## src/rtl/register_array_pq.sv

```systemverilog
// rtl/register_array_pq.sv - register-array priority queue of (key, value) pairs
// Sorted cells with per-cell valid bits; equal keys drain in arrival order.
module register_array_pq #(
  parameter int DEPTH     = 8,
  parameter int KEY_WIDTH = 16,
  parameter int VAL_WIDTH = 16,
  parameter int MAX_FIRST = 1,
  parameter int AF_THRESH = DEPTH - 1,
  localparam int CW = $clog2(DEPTH + 1)
) (
  input  logic                 i_CLK,
  input  logic                 i_RSTn,
  input  logic                 i_flush,
  input  logic                 i_push_valid,
  output logic                 o_push_ready,
  input  logic [KEY_WIDTH-1:0] i_push_key,
  input  logic [VAL_WIDTH-1:0] i_push_val,
  output logic                 o_pop_valid,
  input  logic                 i_pop_ready,
  output logic [KEY_WIDTH-1:0] o_top_key,
  output logic [VAL_WIDTH-1:0] o_top_val,
  output logic [CW-1:0]        o_count,
  output logic                 o_full,
  output logic                 o_empty,
  output logic                 o_almost_full
);

  if (DEPTH < 2 || AF_THRESH > DEPTH) begin : g_param_check
    $error("register_array_pq: DEPTH must be >= 2 and AF_THRESH <= DEPTH");
  end

  logic [KEY_WIDTH-1:0] key_q [DEPTH];
  logic [KEY_WIDTH-1:0] key_d [DEPTH];
  logic [VAL_WIDTH-1:0] val_q [DEPTH];
  logic [VAL_WIDTH-1:0] val_d [DEPTH];
  logic [DEPTH-1:0]     vld_q, vld_d;
  logic [CW-1:0]        count_q, count_d;

  logic [KEY_WIDTH-1:0] ext_key [DEPTH+1];
  logic [VAL_WIDTH-1:0] ext_val [DEPTH+1];
  logic [DEPTH:0]       ext_vld;
  logic [KEY_WIDTH-1:0] s_key [DEPTH];
  logic [VAL_WIDTH-1:0] s_val [DEPTH];
  logic [DEPTH-1:0]     s_vld;
  logic [KEY_WIDTH-1:0] up_key [DEPTH];
  logic [VAL_WIDTH-1:0] up_val [DEPTH];
  logic [DEPTH-1:0]     up_vld;
  logic [CW-1:0]        ins_idx;
  logic                 pop, push, precedes;

  assign o_empty       = (count_q == '0);
  assign o_full        = (count_q == CW'(DEPTH));
  assign o_almost_full = (count_q >= CW'(AF_THRESH));
  assign o_pop_valid   = !o_empty;
  assign o_push_ready  = !o_full | i_pop_ready;
  assign o_top_key     = key_q[0];
  assign o_top_val     = val_q[0];
  assign o_count       = count_q;

  assign pop  = o_pop_valid & i_pop_ready;
  assign push = i_push_valid & o_push_ready;

  always_comb begin
    ins_idx  = '0;
    precedes = 1'b0;
    for (int i = 0; i < DEPTH; i++) begin
      ext_key[i] = key_q[i];
      ext_val[i] = val_q[i];
      ext_vld[i] = vld_q[i];
    end
    ext_key[DEPTH] = '0;
    ext_val[DEPTH] = '0;
    ext_vld[DEPTH] = 1'b0;

    // Shifted view: what the array looks like after the pop (if any) is applied
    for (int i = 0; i < DEPTH; i++) begin
      s_key[i] = pop ? ext_key[i+1] : ext_key[i];
      s_val[i] = pop ? ext_val[i+1] : ext_val[i];
      s_vld[i] = pop ? ext_vld[i+1] : ext_vld[i];
    end

    up_key[0] = '0;
    up_val[0] = '0;
    up_vld[0] = 1'b0;
    for (int i = 1; i < DEPTH; i++) begin
      up_key[i] = s_key[i-1];
      up_val[i] = s_val[i-1];
      up_vld[i] = s_vld[i-1];
    end

    // ">=" / "<=" keeps existing equal keys ahead of the newcomer (FIFO ties)
    for (int i = 0; i < DEPTH; i++) begin
      precedes = (MAX_FIRST != 0) ? (s_key[i] >= i_push_key) : (s_key[i] <= i_push_key);
      if (s_vld[i] && precedes) ins_idx = ins_idx + CW'(1);
    end

    for (int i = 0; i < DEPTH; i++) begin
      if (!push || CW'(i) < ins_idx) begin
        key_d[i] = s_key[i];
        val_d[i] = s_val[i];
        vld_d[i] = s_vld[i];
      end else if (CW'(i) == ins_idx) begin
        key_d[i] = i_push_key;
        val_d[i] = i_push_val;
        vld_d[i] = 1'b1;
      end else begin
        key_d[i] = up_key[i];
        val_d[i] = up_val[i];
        vld_d[i] = up_vld[i];
      end
    end
    count_d = count_q + CW'(push) - CW'(pop);

    if (i_flush) begin
      for (int i = 0; i < DEPTH; i++) begin
        key_d[i] = '0;
        val_d[i] = '0;
      end
      vld_d   = '0;
      count_d = '0;
    end
  end

  always_ff @(posedge i_CLK or negedge i_RSTn) begin
    if (!i_RSTn) begin
      for (int i = 0; i < DEPTH; i++) begin
        key_q[i] <= '0;
        val_q[i] <= '0;
      end
      vld_q   <= '0;
      count_q <= '0;
    end else begin
      for (int i = 0; i < DEPTH; i++) begin
        key_q[i] <= key_d[i];
        val_q[i] <= val_d[i];
      end
      vld_q   <= vld_d;
      count_q <= count_d;
    end
  end

endmodule

```

## config.mk

```make
export PLATFORM = sky130hd
export DESIGN_NAME = register_array_pq
export DESIGN_NICKNAME = d
export VERILOG_FILES = /design/src/rtl/register_array_pq.sv
export SDC_FILE = /design/constraint.sdc
export NUM_CORES = 1
export LEC_CHECK = 0
export CAP_MARGIN = 10
export CORE_MARGIN = 2
export CORE_UTILIZATION = 45
export DETAILED_ROUTE_END_ITERATION = 16
export SYNTH_ARGS = -nofsm -noshare
export SYNTH_HDL_FRONTEND = slang
export SYNTH_SLANG_ARGS = --single-unit
```

## constraint.sdc

```tcl
create_clock -name i_CLK -period 19 [get_ports i_CLK]
set_input_delay 2.85 -clock i_CLK [delete_from_list [all_inputs] [get_ports i_CLK]]
set_output_delay 2.85 -clock i_CLK [all_outputs]
set_load 0.05 [all_outputs]
```

==> metrics.md, run 1 <==
| Metric | Value |
|---|---|
| Overflow left after global routing | 0 |
| RSZ-0062 raised after global routing | no |
| Crit end category | flip-flop |
| Layout Cells excl Fill | ~2.9k |
| Synth area leader | dfrtp_1 |
| Post-Syn Instances | approximately 2.4k |
| Clock root cell | clkbuf_16 |
| Period minus WS final | 13.94 ns |
| Final Max Tran Viols | 0 |
| Post-synth ARST share | 100% |
| Synth Flop Type | dfrtp_1 |
| Final setup fails | 0 |
| Ratio of total power to cell area | 119 mW/mm^2 |
| Post-Syn Area | 0.0197 mm^2 |
| Maximum VDD drop | 0.0860 mV |
| Nets@finish | 2465 |
| Rows | 76 |
| Worst-case clock buffer depth | 3 |
| Critical path type | input pin to flip-flop |
| Vias/cell | 6.33 |
| Placement Setup Slack | 4.82 ns |
| Critical path's largest stage delay | just over 0.9 ns |
| Residual DRC | 0 |
| Hold Fails Final Rpt | 0 |
| CP Launch Type | input pin |
| Final core utilization | 50.0% |
| Area delta synth->final | 9.46% |
| Hold-fix buffer count after cts | 0 |
| Post-synth cell types | 81 |
| Largest net degree at the start of global routing | 97 |
| Synth top area share | 34.0% |
| Clock-pin slew on the worst setup and hold paths | around 0.050 ns |
| Insertion delay to the later sink of the worst-skew pair | 0.53 ns |
| Setup tns final | 0 ns |
| #FFs+latches synth | 268 |
| Diodes inserted | 0 |
| Via count | 18.3k |
| Cts repair resizes | 0 |
| Slowest CP cell | nor3_2 |
| Avg Synthesized Cell Area | 8.28 um^2 |
| H-tree Lvls | 2 |
| Global-route usage over all layers | 27.9% |
| GPL Wtd Cong | roughly 0.89 |
| CTS tree | yes |
| Die span in x | between 200 and 250 um |
| Power consumption | 2.58 mW |
| Tcrit/Tclk final | between 70 and 80% |
| Post-DRT Antenna Nets | 0 |
| Setup Skew | approximately 0.016 ns |
| Full die area | 0.0455 mm^2 |
| Initial antenna violation count | 1 |
| Hold WS | 0.491 ns |
| Core Region | roughly 0.043 mm^2 |
| First drt pass iteration count | 5 |
| Crit path DAT | 14.35 ns |
| Max FO, Critical Path | 49 |
| Leak pwr | roughly 10 nW |
| Port bufs | 77 |
| Die height | 213 um |
| Final instance area | roughly 0.022 mm^2 |
| Seq/Total Area, Yosys | 34.0% |
| Drt wl/cell | 21.9 um |
| Total wire length | 63400 um |
| Outcome | complete, no violations |
| Post-Place Cell Area | 0.0205 mm^2 |
| Initial Utilization | 45.7% |
| FILL cells | 4243 |
| Fraction of layout cells with a size suffix above 1 | 5.67% |
| Max Cap Violations | 0 |
| Setup ws final | 5.06 ns |
| Worst EP required | just under 20 ns |
| Worst rel slew slack | 21.1% |
| Crit path top cell by count | a21o_1 |
| Cell count after placement | 2833 |
| Global-route wire length before repair | 101000 um |
| CTS Buf Count | 35 |
| Post-synth EDFFs | 0 |
| Post-CTS setup buffer count | 0 |
| Fmax | 0.0717 GHz |
| Slew at the pin closest to its max-slew limit | 1.18 ns |
| Top-Level Pins | 78 |
| Iter 0 DRT Violations | 1423 |
| Number of global-route vias before repair | between 15k and 20k |
| Worst Hold Class | flip-flop to flip-flop |
| Total nets after synthesis | 2563 |
| Ys Warns | 0 |
| Num Clock Sinks | 268 |
| DP HPWL | about 42000 um |
| Top cells by area, synth | dfrtp_1, nand2_1, ha_1 |
where the power goes:
part	switching (mW)	leakage, nW	internal, mW	total (mW)
sequential	0.0611	3.61	0.671	0.732
combinational	0.790	5.78	0.401	1.19
clock	0.260	0.544	0.395	0.656
layer usage:
layer / share of wire, % / global-route usage (%) / routed length [um] / up-vias
met5: 0 / 0 / 0 / -
met4: 3.6 / 10.8 / 2290 / 0
met3: 4.2 / 2.84 / 2680 / 127
met2: 50 / 49.1 / 31500 / 512
met1: 43 / 35.3 / 27000 / 9292
li1: - / - / - / 8414
state kept, by name, indices dropped and copies added (netlist names):
name and flops:
ext_key 112, ext_val 112, o_top_key 16, o_top_val 16, vld_q 8, o_count 4
area by class of cell:
class                      instances  area, um^2  share of cell area [%]
multi-input combinational       1777       11700                    54.0
sequential                       268        6710                    31.1
clock buffer                      59        1070                    4.95
timing repair buffer             107        1000                    4.64
tap                              585         732                    3.39
inverter                          96         368                    1.70
clock inverter                     4        45.0                   0.209
cell usage in the layout (no fill, tap or decap), types with 29 or more instances in the layout:
master	n
nand2_1	525
dfrtp_1	268
a21oi_1	184
ha_1	142
o21ai_0	135
inv_1	94
mux2i_1	92
a211oi_1	91
clkdlybuf4s50_1	75
a221oi_1	53
o32ai_1	52
nor2_1	47
clkbuf_16	37
a21o_1	35
and3_1	34
nor3b_1	34
o22ai_1	33
a311oi_1	33
buf_4	30
nor3_1	29
critical path, delay by kind of cell:
kind	cells	cell delay [ns]
AOI/OAI and AO/OA	15	3.04
xor gates and xnor gates	1	0.73
adders and majority gates	6	1.82
buffers and inverters	3	1.13
muxes	1	0.37
and+or+nand+nor	12	4.32
path summary, 6_finish.rpt:
path | start | to | slack, ns | depth (start not counted)
max in group asynchronous | i_RSTn | ext_val[86] | 15.28 | 2
min in group asynchronous | i_RSTn | o_top_key[11] | 2.31 | 1
worst max-delay path | i_pop_ready | o_top_val[3] | 5.06 | 38
worst min-delay path | ext_val[27] | ext_val[27] | 0.49 | 1
worst max register to register | o_count[2] | o_top_val[3] | 6.76 | 40
worst min register to register | ext_val[27] | ext_val[27] | 0.49 | 1
synth_stat cells, types with 8 or more instances:
cell,number
nor2_1,54
or3_1,22
a21o_1,36
nand2_1,527
a21oi_1,184
buf_4,32
nor3_1,29
a22oi_1,17
o32ai_1,52
a21boi_1,20
a211oi_1,91
o22ai_1,33
a311oi_1,33
inv_1,94
o21ai_0,135
dfrtp_1,268
nand3_1,28
nor3b_1,34
a221oi_1,53
and3_1,36
buf_2,38
nand2b_1,8
mux2i_1,92
a21boi_0,15
nand4_1,10
buf_1,23
ha_1,142
clkbuf_1,146
o32ai_2,12
a32o_1,17
and2_1,20
logic make-up (layout without fill, tap and decap cells):
kind of cell,after synthesis,after routing,synth area share (%)
adder cells (fa/ha/maj),143,143,9.11
buffers and inverters,338,266,7.40
AND/OR/NAND/NOR,794,794,18.0
XOR/XNOR,16,16,1.29
multiplexers,94,94,4.80
flip-flops,268,268,34.0
AO/OA/AOI/OAI,730,730,25.4
No activity file was read; power rests on OpenSTA's default activity.
==> run 2: changes to the inputs <==
clock period = 13.92 ns   (was 19 ns; I/O delays follow)
==> run 2 against run 1 <==
Net effect:
- combinational power is 36% higher
- sequential power is 37% higher
- critical path depth stayed put
- clock skew is 0.0036 ns higher
- worst setup slack worse by 2.9 ns
- design area is 0.47% higher
- critical endpoint is now o_top_val[4]
- largest cell class unchanged
- largest power group unchanged
==> metrics.md, run 2 (synthesis results as in run 1) <==
| Metric | Value |
|---|---|
| Outcome | complete, no violations |
| Cts repair resizes | 0 (unchanged) |
| Iter 0 DRT Violations | 1088 (-24%) |
| Hold Fails Final Rpt | 0 (unchanged) |
| Die height | 213 um (unchanged) |
| Nets@finish | 2472 (+0.28%) |
| Final setup fails | 0 (unchanged) |
| Crit path DAT | 12.22 ns (-2.13 ns) |
| Commonest non-fill, non-tap cell in the layout | nand2_1 |
| CP Launch Type | input pin |
| Worst-case clock buffer depth | 3 (unchanged) |
| Rows | 76 (unchanged) |
| Fmax | 0.0850 GHz |
| Post-Place Cell Area | 0.0205 mm^2 (+0.24%) |
| Critical path type | input pin to flip-flop |
| Post-CTS setup buffer count | 0 (unchanged) |
| Total wire length | 62900 um (-0.85%) |
| Die span in x | 213 um (unchanged) |
| Multi-input gate area | 0.0117 mm^2 (about the same) |
| Insertion delay to the later sink of the worst-skew pair | 0.56 ns (+0.03 ns) |
| Drt wl/cell | 21.7 um (-1.0%) |
| Worst r2r dst | o_top_val[4] |
| Final instance area | 0.0217 mm^2 (+0.47%) |
| Slowest CP cell | xnor3_1 |
| Slew at the pin closest to its max-slew limit | 1.16 ns (-0.0215 ns) |
| First drt pass iteration count | 5 (unchanged) |
| Num Clock Sinks | 268 (unchanged) |
| Final Max Tran Viols | 0 (unchanged) |
| Leak pwr | 10.0 nW (+0.72%) |
| Ratio of total power to cell area | 163 mW/mm^2 (+37%) |
| Min-Delay Startpoint | ext_val[25] |
| Full die area | 0.0455 mm^2 (unchanged) |
| Clock-pin slew on the worst setup and hold paths | 0.06 ns (about the same) |
| Path depth of the worst reg2reg path | 41 (+2.5%) |
| Initial antenna violation count | 0 (-1) |
| Period minus WS final | 11.77 ns |
| Critical path's largest stage delay | 0.74 ns (-0.17 ns) |
| Crit path top cell by count | a21o_1 |
| Area delta synth->final | 9.98% |
| Worst hold path cell count | 1 (unchanged) |
| RSZ-0062 raised after global routing | no |
| Commonest cells after routing, fill and taps aside | nand2_1, dfrtp_1, a21oi_1 |
| Hold-fix buffer count after cts | 0 (unchanged) |
| H-tree Lvls | 2 (unchanged) |
| Worst EP required | 14.37 ns (-5.04 ns) |
| Tcrit/Tclk final | 84.5% |
| CTS tree | yes |
| Worst rel slew slack | 22.6% (+1.4 points) |
| Initial Utilization | 45.7% (unchanged) |
| Overflow left after global routing | 0 (unchanged) |
| Port bufs | 77 (unchanged) |
| Via count | 18.2k (-1.0%) |
| DP HPWL | 42100 um (-0.64%) |
| Fraction of layout cells with a size suffix above 1 | 6.30% (+0.64 points) |
| Diodes inserted | 0 (unchanged) |
| Vias/cell | 6.26 (-1.2%) |
| FF/Latch Area | 0.00671 mm^2 (unchanged) |
| Core Region | 0.0432 mm^2 (unchanged) |
| Setup Skew | 0.0201 ns (+0.00359 ns) |
| CTS Buf Count | 35 (unchanged) |
| Largest net degree at the start of global routing | 97 (unchanged) |
| Residual DRC | 0 (unchanged) |
| Crit end category | flip-flop |
| Hold Path Sink | ext_val[25] |
| Worst Hold Class | flip-flop to flip-flop |
| Max FO, Critical Path | 72 (+47%) |
| Maximum VDD drop | 0.0998 mV (+16%) |
| GPL Wtd Cong | 0.897 (+0.82%) |
| Global-route wire length before repair | 100000 um (-1.1%) |
| R2R Setup Slk | 3.07 ns (-3.69 ns) |
| FILL cells | 4318 (+1.8%) |
| Worst reg2reg path startpoint | o_count[3] |
| Max Cap Violations | 0 (unchanged) |
| Setup tns final | 0 ns (unchanged) |
| Global-route usage over all layers | 27.7% (-0.21 points) |
| Number of global-route vias before repair | 18.7k (-0.62%) |
| Clock root cell | clkbuf_16 |
| Post-DRT Antenna Nets | 0 (unchanged) |
| Top-Level Pins | 78 (unchanged) |
==> run 2: cell count changes in the layout (fill, tap and decap cells not counted) <==
cell	previous run	this run
clkbuf_16	37	36
clkinv_2	3	5
inv_6	0	1
nor2_2	4	3
nor2_1	47	48
clkbuf_1	16	5
clkbuf_8	6	12
buf_4	30	37
clkinv_8	0	1
==> run 2: layer usage <==
metal / vias up / track usage [%] / wire length [um]
li1: 8429 / - / -
met1: 9055 / 34.6 / 26600
met2: 518 / 48.3 / 30900
met3: 154 / 3.46 / 2750
met4: 0 / 11.8 / 2620
met5: - / 0 / 0
==> run 2: per-stage QoR <==
stage               utilization [%]  hold slack [ns]  instances  power, mW  setup WS, ns
global route                   50.2            0.506       2901       3.77          1.44
floorplan                         -            0.466       2383       2.21          3.79
CTS                            50.2            0.494       2901       3.56          2.19
global placement               47.6            0.475       2840       2.59          1.90
finish                         50.2            0.490       2901       3.54          2.15
detailed placement             47.6            0.484       2840       2.62          1.63
==> run 2: power breakdown <==
group	internal [mW]	total (mW)	switching, mW
Combinational	0.550	1.62	1.07
Sequential	0.915	1.00	0.0852
Clock	0.556	0.925	0.369
==> run 2: how the worst max path moves through the flow <==
stage,from,end,slack [ns]
after floorplan,i_pop_ready,ext_val[48],3.79
after global routing,i_pop_ready,vld_q[1],1.44
after global placement,i_pop_ready,o_top_key[0],1.90
final,i_pop_ready,o_top_val[4],2.15
after CTS,i_pop_ready,o_top_val[4],2.19
after detailed placement,i_pop_ready,o_top_val[0],1.63
==> run 2: area by class of cell <==
class,count,share of cell area [%]
clock buffer,53,5.00
timing repair buffer,114,4.86
multi-input combinational,1777,53.8
clock inverter,8,0.369
tap,585,3.37
inverter,96,1.70
sequential,268,30.9
==> run 2: critical path, delay by kind of cell <==
family	cells	cell delay, ns
AND/OR/NAND/NOR	13	3.14
XOR/XNOR	1	0.74
AO/OA/AOI/OAI	13	2.65
adder cells (fa/ha/maj)	6	1.68
buffers and inverters	5	1.90
==> run 3: changes to the inputs <==
clock period = 10.4 ns   (was 13.92 ns; I/O delays follow)
==> run 3 against run 2 <==
Net effect:
- design area increased by 1.3%
- sequential share of layout area is 0.40 points lower
- clock power increased by 24%
- die area unchanged
- clock skew is 0.011 ns higher
- sequential power up 34%
- power increased by 33%
- highest routed layer unchanged
==> metrics.md, run 3 (synthesis results as in run 1) <==
| Metric | Value |
|---|---|
| Met1 WL | 26800 um (+0.51%) |
| Post-CTS setup buffer count | 0 (unchanged) |
| Via count | 18.2k (+0.32%) |
| Crit end category | flip-flop |
| Worst-case clock buffer depth | 3 (unchanged) |
| Switching Share | 43.2% (+0.17 points) |
| Ratio of total power to cell area | 214 mW/mm^2 (+31%) |
| Comb pwr share | 47.0% (+1.3 points) |
| Area delta synth->final | 11.4% |
| Drt wl/cell | 21.8 um (+0.56%) |
| Max FO, Critical Path | 32 (-56%) |
| Met3 WL post-DR | 2690 um (-2.4%) |
| Outcome | complete, no violations |
| Top-Level Pins | 78 (unchanged) |
| Full die area | 0.0455 mm^2 (unchanged) |
| Commonest cells after routing, fill and taps aside | nand2_1, dfrtp_1, a21oi_1 |
| P_int | 2.67 mW (+32%) |
| Initial antenna violation count | 0 (unchanged) |
| Sequential power share | 28.5% (+0.3 points) |
| Total wire length | 63800 um (+1.5%) |
| Highest routed layer | met4 |
| Number of global-route vias before repair | 18.6k (-0.13%) |
| Setup Skew | 0.0310 ns (+0.0110 ns) |
| Worst rel slew slack | 17.1% (-5.5 points) |
| Die span in x | 213 um (unchanged) |
| Die height | 213 um (unchanged) |
| Rows | 76 (unchanged) |
| Leak pwr | 10.2 nW (+1.6%) |
| CTS Buf Count | 34 (-2.9%) |
| CP Launch Type | input pin |
| Initial Utilization | 45.7% (unchanged) |
| Commonest non-fill, non-tap cell in the layout | nand2_1 |
| Fmax | 0.101 GHz |
| First drt pass iteration count | 5 (unchanged) |
| Tcrit/Tclk final | 94.8% |
| WL met2 | 31600 um (+2.4%) |
| Crit path top cell by count | a21o_1 |
| Residual DRC | 0 (unchanged) |
| Kind of cell adding the most delay to the critical path | compound AO/OA/AOI/OAI gates |
| Diodes inserted | 0 (unchanged) |
| Final core utilization | 50.9% (+0.66 points) |
| Crit path DAT | 10.27 ns (-1.95 ns) |
| Buffers plus inverters on the worst setup path | 7 (+2) |
| Iter 0 DRT Violations | 1362 (+25%) |
| Final setup fails | 0 (unchanged) |
| Slowest CP cell | clkdlybuf4s50_1 |
| Hold Fails Final Rpt | 0 (unchanged) |
| Critical path type | input pin to flip-flop |
| Setup tns final | 0 ns (unchanged) |
| Worst Hold Class | flip-flop to flip-flop |
| Critical path's largest stage delay | 0.52 ns (-0.22 ns) |
| Clock Power Share | 24.5% (-1.6 points) |
| Overflow left after global routing | 0 (unchanged) |
| Core Region | 0.0432 mm^2 (unchanged) |
| Hold-fix buffer count after cts | 0 (unchanged) |
| Nets@finish | 2502 (+1.2%) |
| Max Cap Violations | 0 (unchanged) |
| Maximum VDD drop | 0.154 mV (+54%) |
| Global-route usage over all layers | 28.0% (+0.32 points) |
| Vias/cell | 6.22 (-0.57%) |
| Slew at the pin closest to its max-slew limit | 1.24 ns (+0.0824 ns) |
| Port bufs | 77 (unchanged) |
| Largest net degree at the start of global routing | 116 (+20%) |
| GPL Wtd Cong | 0.928 (+3.5%) |
| Final Max Tran Viols | 0 (unchanged) |
| Num Clock Sinks | 268 (unchanged) |
| Fraction of layout cells with a size suffix above 1 | 7.39% (+1.1 points) |
| Insertion delay to the later sink of the worst-skew pair | 0.54 ns (-0.02 ns) |
| Sw Pwr | 2.03 mW (+33%) |
| Post-DRT Antenna Nets | 0 (unchanged) |
| Global-route wire length before repair | 101000 um (+1.1%) |
| DP HPWL | 42800 um (+1.7%) |
| Worst EP required | 10.80 ns (-3.57 ns) |
| H-tree Lvls | 2 (unchanged) |
| Clock root cell | clkbuf_16 |
| Period minus WS final | 9.86 ns |
| CTS tree | yes |
| Clock-pin slew on the worst setup and hold paths | 0.05 ns (about the same) |
| RSZ-0062 raised after global routing | no |
==> run 3: changes by cell type in the layout (fill, tap and decap cells not counted), sizes merged <==
cell,delta
buf,+31
bufinv,-1
clkbuf,-4
==> run 3: through the flow <==
stage                     area [um^2]  power (mW)  std cells  setup slack, ns  hold WS [ns]
after detailed placement        20900        3.55       2871           0.0739         0.482
final                           22000        4.70       2927            0.536         0.491
after floorplan                 19700        2.96       2383            0.798         0.466
after CTS                       22000        4.71       2927            0.576         0.494
after global placement          20900        3.52       2871            0.305         0.476
after global routing            22000        5.00       2927          0.00260         0.507
==> run 3: area by class of cell <==
| cell class | instances | area, um^2 |
|---|---|---|
| inverters | 96 | 368 |
| repair buffers | 145 | 1440 |
| multi-input cells | 1777 | 11700 |
| fillers | 4223 | 21200 |
| clock buffers | 49 | 1020 |
| clock inverters | 7 | 42.5 |
| flip-flops and latches | 268 | 6710 |
| well taps | 585 | 732 |
==> run 3: path summary, 6_finish.rpt <==
path	startpoint	endpoint	slack (ns)	cells past startpoint
hold / removal	ext_val[31]	ext_val[31]	0.49	1
hold reg to reg	ext_val[31]	ext_val[31]	0.49	1
setup / recovery	i_pop_ready	ext_val[59]	0.54	43
max in group asynchronous	i_RSTn	ext_val[41]	7.12	3
setup reg to reg	o_count[2]	ext_val[59]	0.91	42
min in group asynchronous	i_RSTn	o_top_key[10]	0.94	1
==> run 3: worst register-to-register path, delay by kind of cell, from the launching register on <==
family / cells / cell delay (ns)
DFF: 1 / 0.39
xor gates and xnor gates: 1 / 0.32
muxes: 1 / 0.32
AOI/OAI and AO/OA: 15 / 2.52
buffers and inverters: 5 / 0.80
adders and majority gates: 8 / 2.18
and+or+nand+nor: 12 / 2.81
==> run 3: repair_timing <==
action	4_1_cts	5_1_grt
endpoints found under the setup margin	0	1
hold endpoints to repair	0	0
resized for setup	0	1
==> run 3: layer usage <==
layer,global-route usage [%],vias to the layer above
met5,0,-
met4,12.5,0
met3,2.90,150
met2,48.8,508
met1,35.1,9077
li1,-,8479
==> run 3: power by group through the flow <==
stage | Sequential (mW) | Combinational (mW) | Clock (mW)
floorplan | 1.33 | 1.62 | 0
global placement | 1.35 | 2.17 | 0
detailed placement | 1.36 | 2.19 | 0
CTS | 1.34 | 2.20 | 1.17
global route | 1.36 | 2.42 | 1.22
finish | 1.34 | 2.21 | 1.15
